## src/rtl/simon_pkg.sv

```systemverilog
// Shared types, constants and rotate helpers for the Simon32/64 round sequencer.
package simon_pkg;

  localparam int unsigned WORD_W     = 16;
  localparam int unsigned BLOCK_W    = 32;
  localparam int unsigned RND_W      = 6;
  localparam int unsigned MAX_ROUNDS = 62;

  typedef logic [WORD_W-1:0] word_t;

  // Block payload: x is the upper half, y the lower half.
  typedef struct packed {
    word_t x;
    word_t y;
  } block_t;

  // Key payload: k0 is the first round key.
  typedef struct packed {
    word_t k3;
    word_t k2;
    word_t k1;
    word_t k0;
  } key_t;

  typedef enum logic [1:0] {
    IDLE = 2'd0,
    RUN  = 2'd1,
    DONE = 2'd2
  } state_t;

  // z0 sequence; element i sits at bit (61 - i).
  localparam logic [MAX_ROUNDS-1:0] Z0 =
    62'b11111010001001010110000111001101111101000100101011000011100110;

  // Round constant 2^16 - 4.
  localparam word_t C = 16'hFFFC;

  function automatic word_t rol(input word_t a, input int unsigned s);
    return (a << s) | (a >> (WORD_W - s));
  endfunction

  function automatic word_t ror(input word_t a, input int unsigned s);
    return (a >> s) | (a << (WORD_W - s));
  endfunction

  // z0 element for round i (i <= 61).
  function automatic logic z0_bit(input logic [RND_W-1:0] i);
    return Z0[RND_W'(MAX_ROUNDS - 1) - i];
  endfunction

endpackage

```

## src/rtl/simon32_round_sched_if.sv

```systemverilog
// Request/response bus between the block-level requester and the round sequencer.
interface simon32_round_sched_if;
  import simon_pkg::*;

  logic   in_valid;
  logic   in_ready;
  block_t pt;
  key_t   key;
  logic   out_valid;
  logic   out_ready;
  block_t ct;
  logic   busy;

  modport master (
    output in_valid, pt, key, out_ready,
    input  in_ready, out_valid, ct, busy
  );

  modport slave (
    input  in_valid, pt, key, out_ready,
    output in_ready, out_valid, ct, busy
  );

endinterface

```

## src/rtl/simon32_round.sv

```systemverilog
// One Simon32 Feistel round: x' = y ^ f(x) ^ rk, y' = x.
module simon32_round
  import simon_pkg::*;
(
  input  word_t x_i,
  input  word_t y_i,
  input  word_t rk_i,
  output word_t x_c,
  output word_t y_c
);

  // Round function on the current half-block pair.
  always_comb begin
    x_c = y_i ^ ((rol(x_i, 1) & rol(x_i, 8)) ^ rol(x_i, 2)) ^ rk_i;
    y_c = x_i;
  end

endmodule

```

## src/rtl/simon32_round_sched.sv

```systemverilog
// Iterative Simon32/64 encryptor: accepts a block, runs one round per cycle
// with an on-the-fly key schedule, then holds the ciphertext until taken.
module simon32_round_sched
  import simon_pkg::*;
#(
  parameter int unsigned NUM_ROUNDS = 32
) (
  input  logic                   clk,
  input  logic                   reset,
  simon32_round_sched_if.slave   bus
);

  if (NUM_ROUNDS < 1 || NUM_ROUNDS > MAX_ROUNDS) begin : g_bad_rounds
    $error("simon32_round_sched: NUM_ROUNDS must be in 1..62");
  end

  if ($bits(block_t) != BLOCK_W) begin : g_bad_block
    $error("simon32_round_sched: block_t width mismatch");
  end

  localparam logic [RND_W-1:0] LAST_RND = RND_W'(NUM_ROUNDS - 1);

  state_t            state_q, state_d;
  logic [RND_W-1:0]  rnd_q, rnd_d;
  word_t             x_q, x_d;
  word_t             y_q, y_d;
  word_t [3:0]       kw_q, kw_d;
  logic              in_ready_q, in_ready_d;
  logic              out_valid_q, out_valid_d;
  logic              busy_q, busy_d;

  word_t             rx_c, ry_c;
  word_t             ks_tmp_c;
  word_t             kw_new_c;

  simon32_round u_round (
    .x_i  (x_q),
    .y_i  (y_q),
    .rk_i (kw_q[0]),
    .x_c  (rx_c),
    .y_c  (ry_c)
  );

  // Next key word for the sliding four-word window.
  always_comb begin
    ks_tmp_c = ror(kw_q[3], 3) ^ kw_q[1];
    ks_tmp_c = ks_tmp_c ^ ror(ks_tmp_c, 1);
    kw_new_c = C ^ kw_q[0] ^ ks_tmp_c ^ WORD_W'(z0_bit(rnd_q));
  end

  // Next-state and registered-output logic for IDLE/RUN/DONE.
  always_comb begin
    state_d     = state_q;
    rnd_d       = rnd_q;
    x_d         = x_q;
    y_d         = y_q;
    kw_d        = kw_q;
    in_ready_d  = in_ready_q;
    out_valid_d = out_valid_q;
    busy_d      = busy_q;

    case (state_q)
      IDLE: begin
        if (bus.in_valid && in_ready_q) begin
          x_d        = bus.pt.x;
          y_d        = bus.pt.y;
          kw_d       = {bus.key.k3, bus.key.k2, bus.key.k1, bus.key.k0};
          rnd_d      = '0;
          state_d    = RUN;
          in_ready_d = 1'b0;
          busy_d     = 1'b1;
        end
      end
      RUN: begin
        x_d   = rx_c;
        y_d   = ry_c;
        kw_d  = {kw_new_c, kw_q[3], kw_q[2], kw_q[1]};
        rnd_d = rnd_q + RND_W'(1);
        if (rnd_q == LAST_RND) begin
          state_d     = DONE;
          out_valid_d = 1'b1;
        end
      end
      DONE: begin
        if (out_valid_q && bus.out_ready) begin
          state_d     = IDLE;
          out_valid_d = 1'b0;
          in_ready_d  = 1'b1;
          busy_d      = 1'b0;
        end
      end
      default: begin
        state_d     = IDLE;
        in_ready_d  = 1'b1;
        out_valid_d = 1'b0;
        busy_d      = 1'b0;
      end
    endcase
  end

  // State and datapath registers with synchronous reset.
  always_ff @(posedge clk) begin
    if (reset) begin
      state_q     <= IDLE;
      rnd_q       <= '0;
      x_q         <= '0;
      y_q         <= '0;
      kw_q        <= '0;
      in_ready_q  <= 1'b1;
      out_valid_q <= 1'b0;
      busy_q      <= 1'b0;
    end else begin
      state_q     <= state_d;
      rnd_q       <= rnd_d;
      x_q         <= x_d;
      y_q         <= y_d;
      kw_q        <= kw_d;
      in_ready_q  <= in_ready_d;
      out_valid_q <= out_valid_d;
      busy_q      <= busy_d;
    end
  end

  assign bus.in_ready  = in_ready_q;
  assign bus.out_valid = out_valid_q;
  assign bus.busy      = busy_q;
  assign bus.ct        = {x_q, y_q};

endmodule

```

## src/flat_wrapper.sv

```systemverilog
// flat-port wrapper written by rule: the top's interface ports become plain ports
module simon32_round_sched_flat import simon_pkg::*;
#(
  parameter int unsigned NUM_ROUNDS = 32
)
  (clk, reset, bus_in_valid, bus_pt, bus_key, bus_out_ready, bus_in_ready, bus_out_valid, bus_ct, bus_busy);
  simon32_round_sched_if bus_i ();
  input  logic clk;
  input  logic reset;
  input wire logic [$bits(bus_i.in_valid)-1:0] bus_in_valid;
  input wire logic [$bits(bus_i.pt)-1:0] bus_pt;
  input wire logic [$bits(bus_i.key)-1:0] bus_key;
  input wire logic [$bits(bus_i.out_ready)-1:0] bus_out_ready;
  output wire logic [$bits(bus_i.in_ready)-1:0] bus_in_ready;
  output wire logic [$bits(bus_i.out_valid)-1:0] bus_out_valid;
  output wire logic [$bits(bus_i.ct)-1:0] bus_ct;
  output wire logic [$bits(bus_i.busy)-1:0] bus_busy;
  assign bus_i.in_valid = bus_in_valid;
  assign bus_i.pt = bus_pt;
  assign bus_i.key = bus_key;
  assign bus_i.out_ready = bus_out_ready;
  assign bus_in_ready = bus_i.in_ready;
  assign bus_out_valid = bus_i.out_valid;
  assign bus_ct = bus_i.ct;
  assign bus_busy = bus_i.busy;
  simon32_round_sched #(.NUM_ROUNDS(NUM_ROUNDS)) u_core (.clk(clk), .reset(reset), .bus(bus_i));
endmodule
```

## config.mk

```make
export PLATFORM = sky130hd
export DESIGN_NAME = simon32_round_sched_flat
export DESIGN_NICKNAME = d
export VERILOG_FILES = /design/src/rtl/simon_pkg.sv /design/src/rtl/simon32_round_sched_if.sv /design/src/rtl/simon32_round.sv /design/src/rtl/simon32_round_sched.sv /design/src/flat_wrapper.sv
export SDC_FILE = /design/constraint.sdc
export NUM_CORES = 1
export LEC_CHECK = 0
export ABC_AREA = 1
export BUFFER_PORTS_ARGS = -buffer_cell sky130_fd_sc_hd__clkbuf_2
export CORE_AREA = 3 3 118 120
export DETAILED_ROUTE_END_ITERATION = 10
export DIE_AREA = 0 0 121 123
export PLACE_DENSITY = 0.73
export SLEW_MARGIN = 20
export SYNTH_ARGS = -nofsm -noshare
export SYNTH_HDL_FRONTEND = slang
export SYNTH_HIERARCHICAL = 1
export SYNTH_SLANG_ARGS = --single-unit
```

## constraint.sdc

```tcl
create_clock -name clk -period 1.8 [get_ports clk]
set_input_delay 0.27 -clock clk [delete_from_list [all_inputs] [get_ports clk]]
set_output_delay 0.27 -clock clk [all_outputs]
set_load 0.005 [all_outputs]
```

==> summary.md, run 1 <==
| Metric | Value |
|---|---|
| Status | `completed` |
| Area after DPL | `7090 um^2` |
| ANT nets after route | `0` |
| Largest net degree at the start of global routing | `86` |
| DR WL/cell | `13.8 um` |
| Ys flop type | `dfxtp_1` |
| CTS buffer count | `9` |
| Cell with the most instances after synthesis | `nand2_1` |
| Switching pwr | `about 5 mW` |
| Area grow syn2layout | `15.6%` |
| Sequential power share | `37.3%` |
| Final RePlAce weighted congestion | `0.888` |
| Diode count | `0` |
| Fill cells | `1305` |
| Sequential area share after synthesis | `33.5%` |
| RSZ-0062 raised after global routing | `false` |
| Nets | `around 1200` |
| Critical path capture point type | `register` |
| Register Area | `approximately 2100 um^2` |
| First-pass GRT wire length | `28000 um` |
| Hold Fails Final Rpt | `0` |
| Vias per cell | `5.19` |
| Share of cells above drive strength 1 | `16.3%` |
| Max VDD drop | `0.882 mV` |
| Worst-Margin Slew | `0.455 ns` |
| Final setup viols | `0` |
| Starting density of the core | `about 49%` |
| Synth cell count leaders | `409 x nand2_1, 107 x dfxtp_1, 84 x o21ai_0, 80 x a31oi_1, 63 x inv_1` |
| Pins Over Slew Limit | `0` |
| Via count of the first global-routing pass | `approximately 5700` |
| Worst hold slack | `0.151 ns` |
| CP dominant cell by count | `nand2_1` |
| Final Cycle Share | `between 90 and 100%` |
| Synthesized netlist cell count | `1005` |
| Critical Path Start | `u_core/rnd_q[1]` |
| CTS clk-pin slew, worst paths | `0.07 ns` |
| EDFF count, synth | `0` |
| Root buffer cell | `clkbuf_16` |
| Die area | `~15000 um^2` |
| Htree depth | `3` |
| Initial DRC count | `468` |
| Synth area leader | `dfxtp_1` |
| Global Route Usage Sum | `between 20% and 30%` |
| Die width | `~120 um` |
| Combinational share of power | `44.7%` |
| Vias after detailed routing | `6624` |
| Critical path launch point type | `register` |
| Hold buffers post-CTS | `0` |
| Slew HR | `between 60 and 70%` |
| Critical path fanouts, max | `8` |
| Critical path class | `reg -> reg` |
| Final setup margin | `0.138 ns` |
| Fmax | `602 MHz` |
| Cells after DPL | `1260` |
| Final min period | `between 1.5 and 2 ns` |
| Syn nets | `between 1000 and 1500` |
| Site row count | `42` |
| Avg Inst Size Synth | `6.37 um^2` |
| Max_cap viols | `0` |
| Internal power | `6.29 mW` |
| CTS Buffer Depth | `2` |
| Clk sinks | `107` |
| Placeable Area | `around 13000 um^2` |
| Worst hold path type | `in -> reg` |
| CP arrival | `1.90 ns` |
| Synth async-reset ratio | `0%` |
| Area share of the largest cell type after synthesis | `33.5%` |
| Clk_lat worst skew | `0.36 ns` |
| CTS tree | `built` |
| Crit-path cells | `ha_2, or2_2, nand2_1, nand3_1, nand3_1, nand2_1, nand2_1, nand3_1, nand2_1, a21oi_1` |
| Port Buffers | `134` |
| RR Startpoint | `u_core/rnd_q[1]` |
| Synth top area cells | `dfxtp_1 33%, nand2_1 24%, a31oi_1 7.8%` |
| PwrDens | `1520 nW/um^2` |
| DP Wirelength | `approximately 12000 um` |
| P_leak | `3.52 nW` |
| Initial antenna violation count | `0` |
| Delay of the slowest critical-path stage | `roughly 0.38 ns` |
| Synth unique cells | `28` |
| Dpl ws | `0.114 ns` |
| Die H | `123 um` |
| GRT Residual Overflow | `0` |
| Net Sw Frac | `44.2%` |
| Mapped Area | `between 6000 and 7000 um^2` |
| Final instance area | `7400 um^2` |
| Clock power frac | `18.0%` |
| Syn. warnings | `6` |
| Post-Route WL | `around 18000 um` |
| Hold wc startpoint | `bus_pt[31]` |
| DR DRC count | `0` |
| # IOs | `135` |
| Post-synthesis sequential element count | `107` |
| DR pass1 iterations | `5` |
| Fin Setup TNS | `0 ns` |
| CP Data Required Time | `2.03 ns` |
| Multi-input gate area | `3620 um^2` |
| Final cell count without fillers | `1276` |
| CP max-delay cell | `dfxtp_2` |
| Final Skew | `~0.0076 ns` |
-- kinds of logic after synthesis --
logic type | synth area share (%)
simple gates | 30.7
compound gates | 18.1
buf+inv | 9.99
flops | 33.5
xor+xnor | 6.29
fa+ha+maj | 1.37
-- registers in the layout, summed over array words and instances (netlist names) --
register / count
u_core/bus.busy: 1
u_core/bus.in_ready: 1
u_core/state_q: 2
u_core/y_q: 16
u_core/x_q: 16
u_core/rnd_q: 6
u_core/bus.out_valid: 1
u_core/kw_q: 64
-- critical path: cells and delay by family (launching register included) --
family,cells,cell delay [ns]
fa+ha+maj,1,0.32
simple gates,8,0.79
compound gates,1,0.06
flops,1,0.38
-- through the flow --
step	utilization (%)	total power, mW
CTS	56.5	11.3
detailed placement	54.2	9.25
global route	56.6	12.2
floorplan	-	7.93
finish	56.6	11.3
global placement	54.2	9.14
-- layout make-up --
class,instances,share of cell area [%]
multi-input cells,759,49.0
flip-flops and latches,107,29.0
repair buffers,150,11.5
inverters,68,3.48
clock buffers,10,3.09
well taps,176,2.98
clock inverters,6,0.998
-- timing repair --
item / in CTS / in global routing
hold endpoints to repair: 0 / 0
gates resized for setup: 0 / 2
endpoints found under the setup margin: 0 / 1
setup buffers: 0 / 0
-- routing by layer --
layer | part of all wire (%) | routed length [um] | track usage, %
met5 | 0 | 0 | 0
met4 | 1.6 | 275 | 6.09
met3 | 6.5 | 1140 | 5.72
met2 | 45 | 7940 | 37.3
met1 | 47 | 8260 | 32.2
-- cells in the final DEF (no fill, tap or decap), types with 26 or more instances in the layout --
cell type	instances
a21oi_1	26
nand3_1	47
xor2_1	30
dfxtp_1	106
a31oi_1	80
inv_1	62
nor2_1	33
o21ai_0	84
clkbuf_2	134
nand2_1	409
-- worst paths after layout --
kind                          end  slack (ns)  cells past startpoint
setup / recovery  u_core/kw_q[48]        0.14                     10
hold / removal     u_core/x_q[15]        0.15                      3
setup reg to reg  u_core/kw_q[48]        0.14                     10
hold reg to reg   u_core/bus.busy        0.47                      2
-- power groups by stage --
stage	clock [mW]	combinational (mW)	sequential, mW
after global placement	0	4.92	4.22
after floorplan	0	4.04	3.90
after global routing	2.16	5.73	4.33
after CTS	2.07	5.04	4.20
final	2.03	5.04	4.21
after detailed placement	0	5.00	4.25
(Power assumes the default switching activity.)
==> inputs of run 2 (changes only) <==
--- a/config.mk
+++ b/config.mk
@@ -10,6 +10,7 @@
 export CORE_AREA = 3 3 118 120
 export DETAILED_ROUTE_END_ITERATION = 10
 export DIE_AREA = 0 0 121 123
+export GPL_TIMING_DRIVEN = 0
 export PLACE_DENSITY = 0.73
 export SLEW_MARGIN = 20
 export SYNTH_ARGS = -nofsm -noshare
==> summary.md, run 2 (synthesized netlist as in run 1, its figures left out) <==
| Metric | Value |
|---|---|
| Most frequent cells in the layout | `409 x nand2_1, 141 x clkbuf_2, 105 x dfxtp_1` |
| CTS tree | `built` |
| Die H | `123 um (unchanged)` |
| Area after DPL | `7290 um^2 (+2.8%)` |
| FF-to-FF End | `u_core/kw_q[34]` |
| Final Cycle Share | `95.2% (+2.8 points)` |
| Final RePlAce weighted congestion | `0.914 (+2.9%)` |
| Placeable Area | `13100 um^2 (unchanged)` |
| Htree depth | `3 (unchanged)` |
| Site row count | `42 (unchanged)` |
| Net Sw Frac | `44.4% (+0.20 points)` |
| Cells after DPL | `1315 (+4.4%)` |
| Root buffer cell | `clkbuf_16` |
| Final cell count without fillers | `1330 (+4.2%)` |
| P_leak | `3.70 nW (+5.0%)` |
| Share of cells above drive strength 1 | `18.5% (+2.2 points)` |
| Critical Path Start | `u_core/state_q[0]` |
| Final setup viols | `0 (unchanged)` |
| Critical path class | `reg -> reg` |
| Area grow syn2layout | `19.9%` |
| Worst reg-to-reg setup slack | `0.09 ns (-0.05 ns)` |
| R2R depth | `9 (-1)` |
| Worst-Margin Slew | `0.614 ns (+0.160 ns)` |
| RSZ-0062 raised after global routing | `false` |
| CTS clk-pin slew, worst paths | `0.08 ns (about the same)` |
| Post-Route WL | `20400 um (+16%)` |
| Vias per cell | `5.35 (+3.0%)` |
| Critical path fanouts, max | `10 (+2)` |
| Worst hold slack | `0.157 ns (+0.00600 ns)` |
| DP Wirelength | `15300 um (+23%)` |
| Slew HR | `59.0% (-11 points)` |
| Largest register FFs | `64 (unchanged)` |
| Initial antenna violation count | `0 (unchanged)` |
| Diode count | `0 (unchanged)` |
| Global Route Usage Sum | `27.2% (+3.7 points)` |
| Internal power | `6.77 mW (+7.5%)` |
| Most common cell after layout, fill and taps aside | `nand2_1` |
| Sequential power share | `34.9% (-2.4 points)` |
| # IOs | `135 (unchanged)` |
| Clock power frac | `19.1% (+1.1 points)` |
| Switching pwr | `5.40 mW (+8.4%)` |
| CP Data Required Time | `2.08 ns (+0.05 ns)` |
| Clk sinks | `107 (unchanged)` |
| Hold Fails Final Rpt | `0 (unchanged)` |
| CTS buffer count | `9 (unchanged)` |
| Initial DRC count | `689 (+47%)` |
| Min-Delay Path Depth | `3 (unchanged)` |
| Port Buffers | `134 (unchanged)` |
| Max VDD drop | `0.762 mV (-14%)` |
| Status | `completed` |
| Via count of the first global-routing pass | `6368 (+11%)` |
| Final min period | `1.71 ns (+0.0507 ns)` |
| Combinational share of power | `46.0% (+1.3 points)` |
| CP arrival | `1.99 ns (+0.09 ns)` |
| Vias after detailed routing | `7112 (+7.4%)` |
| Largest net degree at the start of global routing | `19 (-78%)` |
| Largest Register | `u_core/kw_q` |
| ANT nets after route | `0 (unchanged)` |
| Hold buffers post-CTS | `0 (unchanged)` |
| Die area | `14900 um^2 (unchanged)` |
| Die width | `121 um (unchanged)` |
| DR pass1 iterations | `6 (+1)` |
| Max_cap viols | `0 (unchanged)` |
| Critical path capture point type | `register` |
| RR Startpoint | `u_core/state_q[0]` |
| DR DRC count | `0 (unchanged)` |
| Fmax | `584 MHz (-3.0%)` |
| Clk_lat worst skew | `0.36 ns (about the same)` |
| Final instance area | `7670 um^2 (+3.7%)` |
| Critical path launch point type | `register` |
| Hold wc startpoint | `bus_key[45]` |
| CTS Buffer Depth | `2 (unchanged)` |
| GRT Residual Overflow | `0 (unchanged)` |
| Starting density of the core | `48.9% (unchanged)` |
| Top flop regs | `u_core/kw_q (64), u_core/x_q (16), u_core/y_q (16)` |
| Critical path endpoint | `u_core/kw_q[34]` |
| PwrDens | `1590 nW/um^2 (+4.0%)` |
| Final Skew | `0.00752 ns (-0.000114 ns)` |
| DR WL/cell | `15.3 um (+11%)` |
| First-pass GRT wire length | `31800 um (+14%)` |
| Worst hold path type | `in -> reg` |
| Nets | `1256 (+4.5%)` |
| Pins Over Slew Limit | `0 (unchanged)` |
run 2: cell types whose count changed in the layout (fill, tap and decap cells not counted), moves of 2 or more:
cell / before / now
clkbuf_1: 1 / 22
buf_2: 0 / 18
buf_4: 11 / 21
clkbuf_2: 134 / 141
buf_12: 5 / 0
clkinv_4: 4 / 1
buf_6: 0 / 2
bufinv_16: 1 / 3
run 2: final cells by class:
| type | count | area, um^2 |
|---|---|---|
| Tap cell | 176 | 220 |
| Clock buffer | 9 | 225 |
| Inverter | 68 | 260 |
| Clock inverter | 7 | 121 |
| Timing Repair Buffer | 135 | 678 |
| Fill cell | 1303 | 5410 |
| Multi-Input combinational cell | 759 | 3640 |
| Sequential cell | 107 | 2150 |
| Buffer | 69 | 380 |
run 2: power groups by stage:
stage | combinational, mW | sequential (mW) | clock, mW
2_1_floorplan | 4.04 | 3.90 | 0
3_3_place_gp | 5.35 | 4.25 | 0
3_5_place_dp | 5.43 | 4.27 | 0
4_1_cts | 5.50 | 4.22 | 2.36
5_1_grt | 6.29 | 4.37 | 2.45
6_report | 5.60 | 4.25 | 2.32
run 2: how the worst min path moves through the flow:
stage	end	slack, ns
floorplan	u_core/rnd_q[4]	0.34
global route	u_core/y_q[7]	0.16
CTS	u_core/kw_q[45]	0.15
finish	u_core/kw_q[45]	0.16
global placement	u_core/bus.busy	0.46
detailed placement	u_core/bus.busy	0.45
run 2: layer usage:
| metal | track usage (%) | routed length [um] | vias to the layer above |
|---|---|---|---|
| met5 | 0 | 0 | - |
| met4 | 9.21 | 469 | 0 |
| met3 | 4.99 | 1790 | 32 |
| met2 | 45.8 | 9300 | 299 |
| met1 | 35.2 | 8810 | 3238 |
| li1 | - | - | 3543 |
run 2: metrics by stage:
| step | setup WS (ns) | TNS [ns] | utilization (%) | total power [mW] |
|---|---|---|---|---|
| 2_1_floorplan | 0.0748 | 0 | - | 7.93 |
| 3_3_place_gp | -0.234 | -6.36 | 55.7 | 9.60 |
| 3_5_place_dp | -0.266 | -8.42 | 55.7 | 9.70 |
| 4_1_cts | 0.0111 | 0 | 58.5 | 12.1 |
| 5_1_grt | 0.0000755 | 0 | 58.6 | 13.1 |
| 6_report | 0.0873 | 0 | 58.6 | 12.2 |
run 2: what timing repair did:
item / in CTS / in global routing
cloned: 0 / 0
buffers inserted: 0 / 1
endpoints found under the hold margin: 0 / 0
setup endpoints to repair: 17 / 53
resized for setup: 6 / 12
pin swaps: 0 / 1
run 2: worst max-delay path: stages (launching register included):
cell     delay (ns)
dfxtp_1        0.32
buf_4          0.18
inv_2          0.07
nor2_4         0.16
inv_4          0.11
nand2_8        0.13
buf_6          0.18
buf_4          0.20
o21ai_1        0.09
a31oi_1        0.19
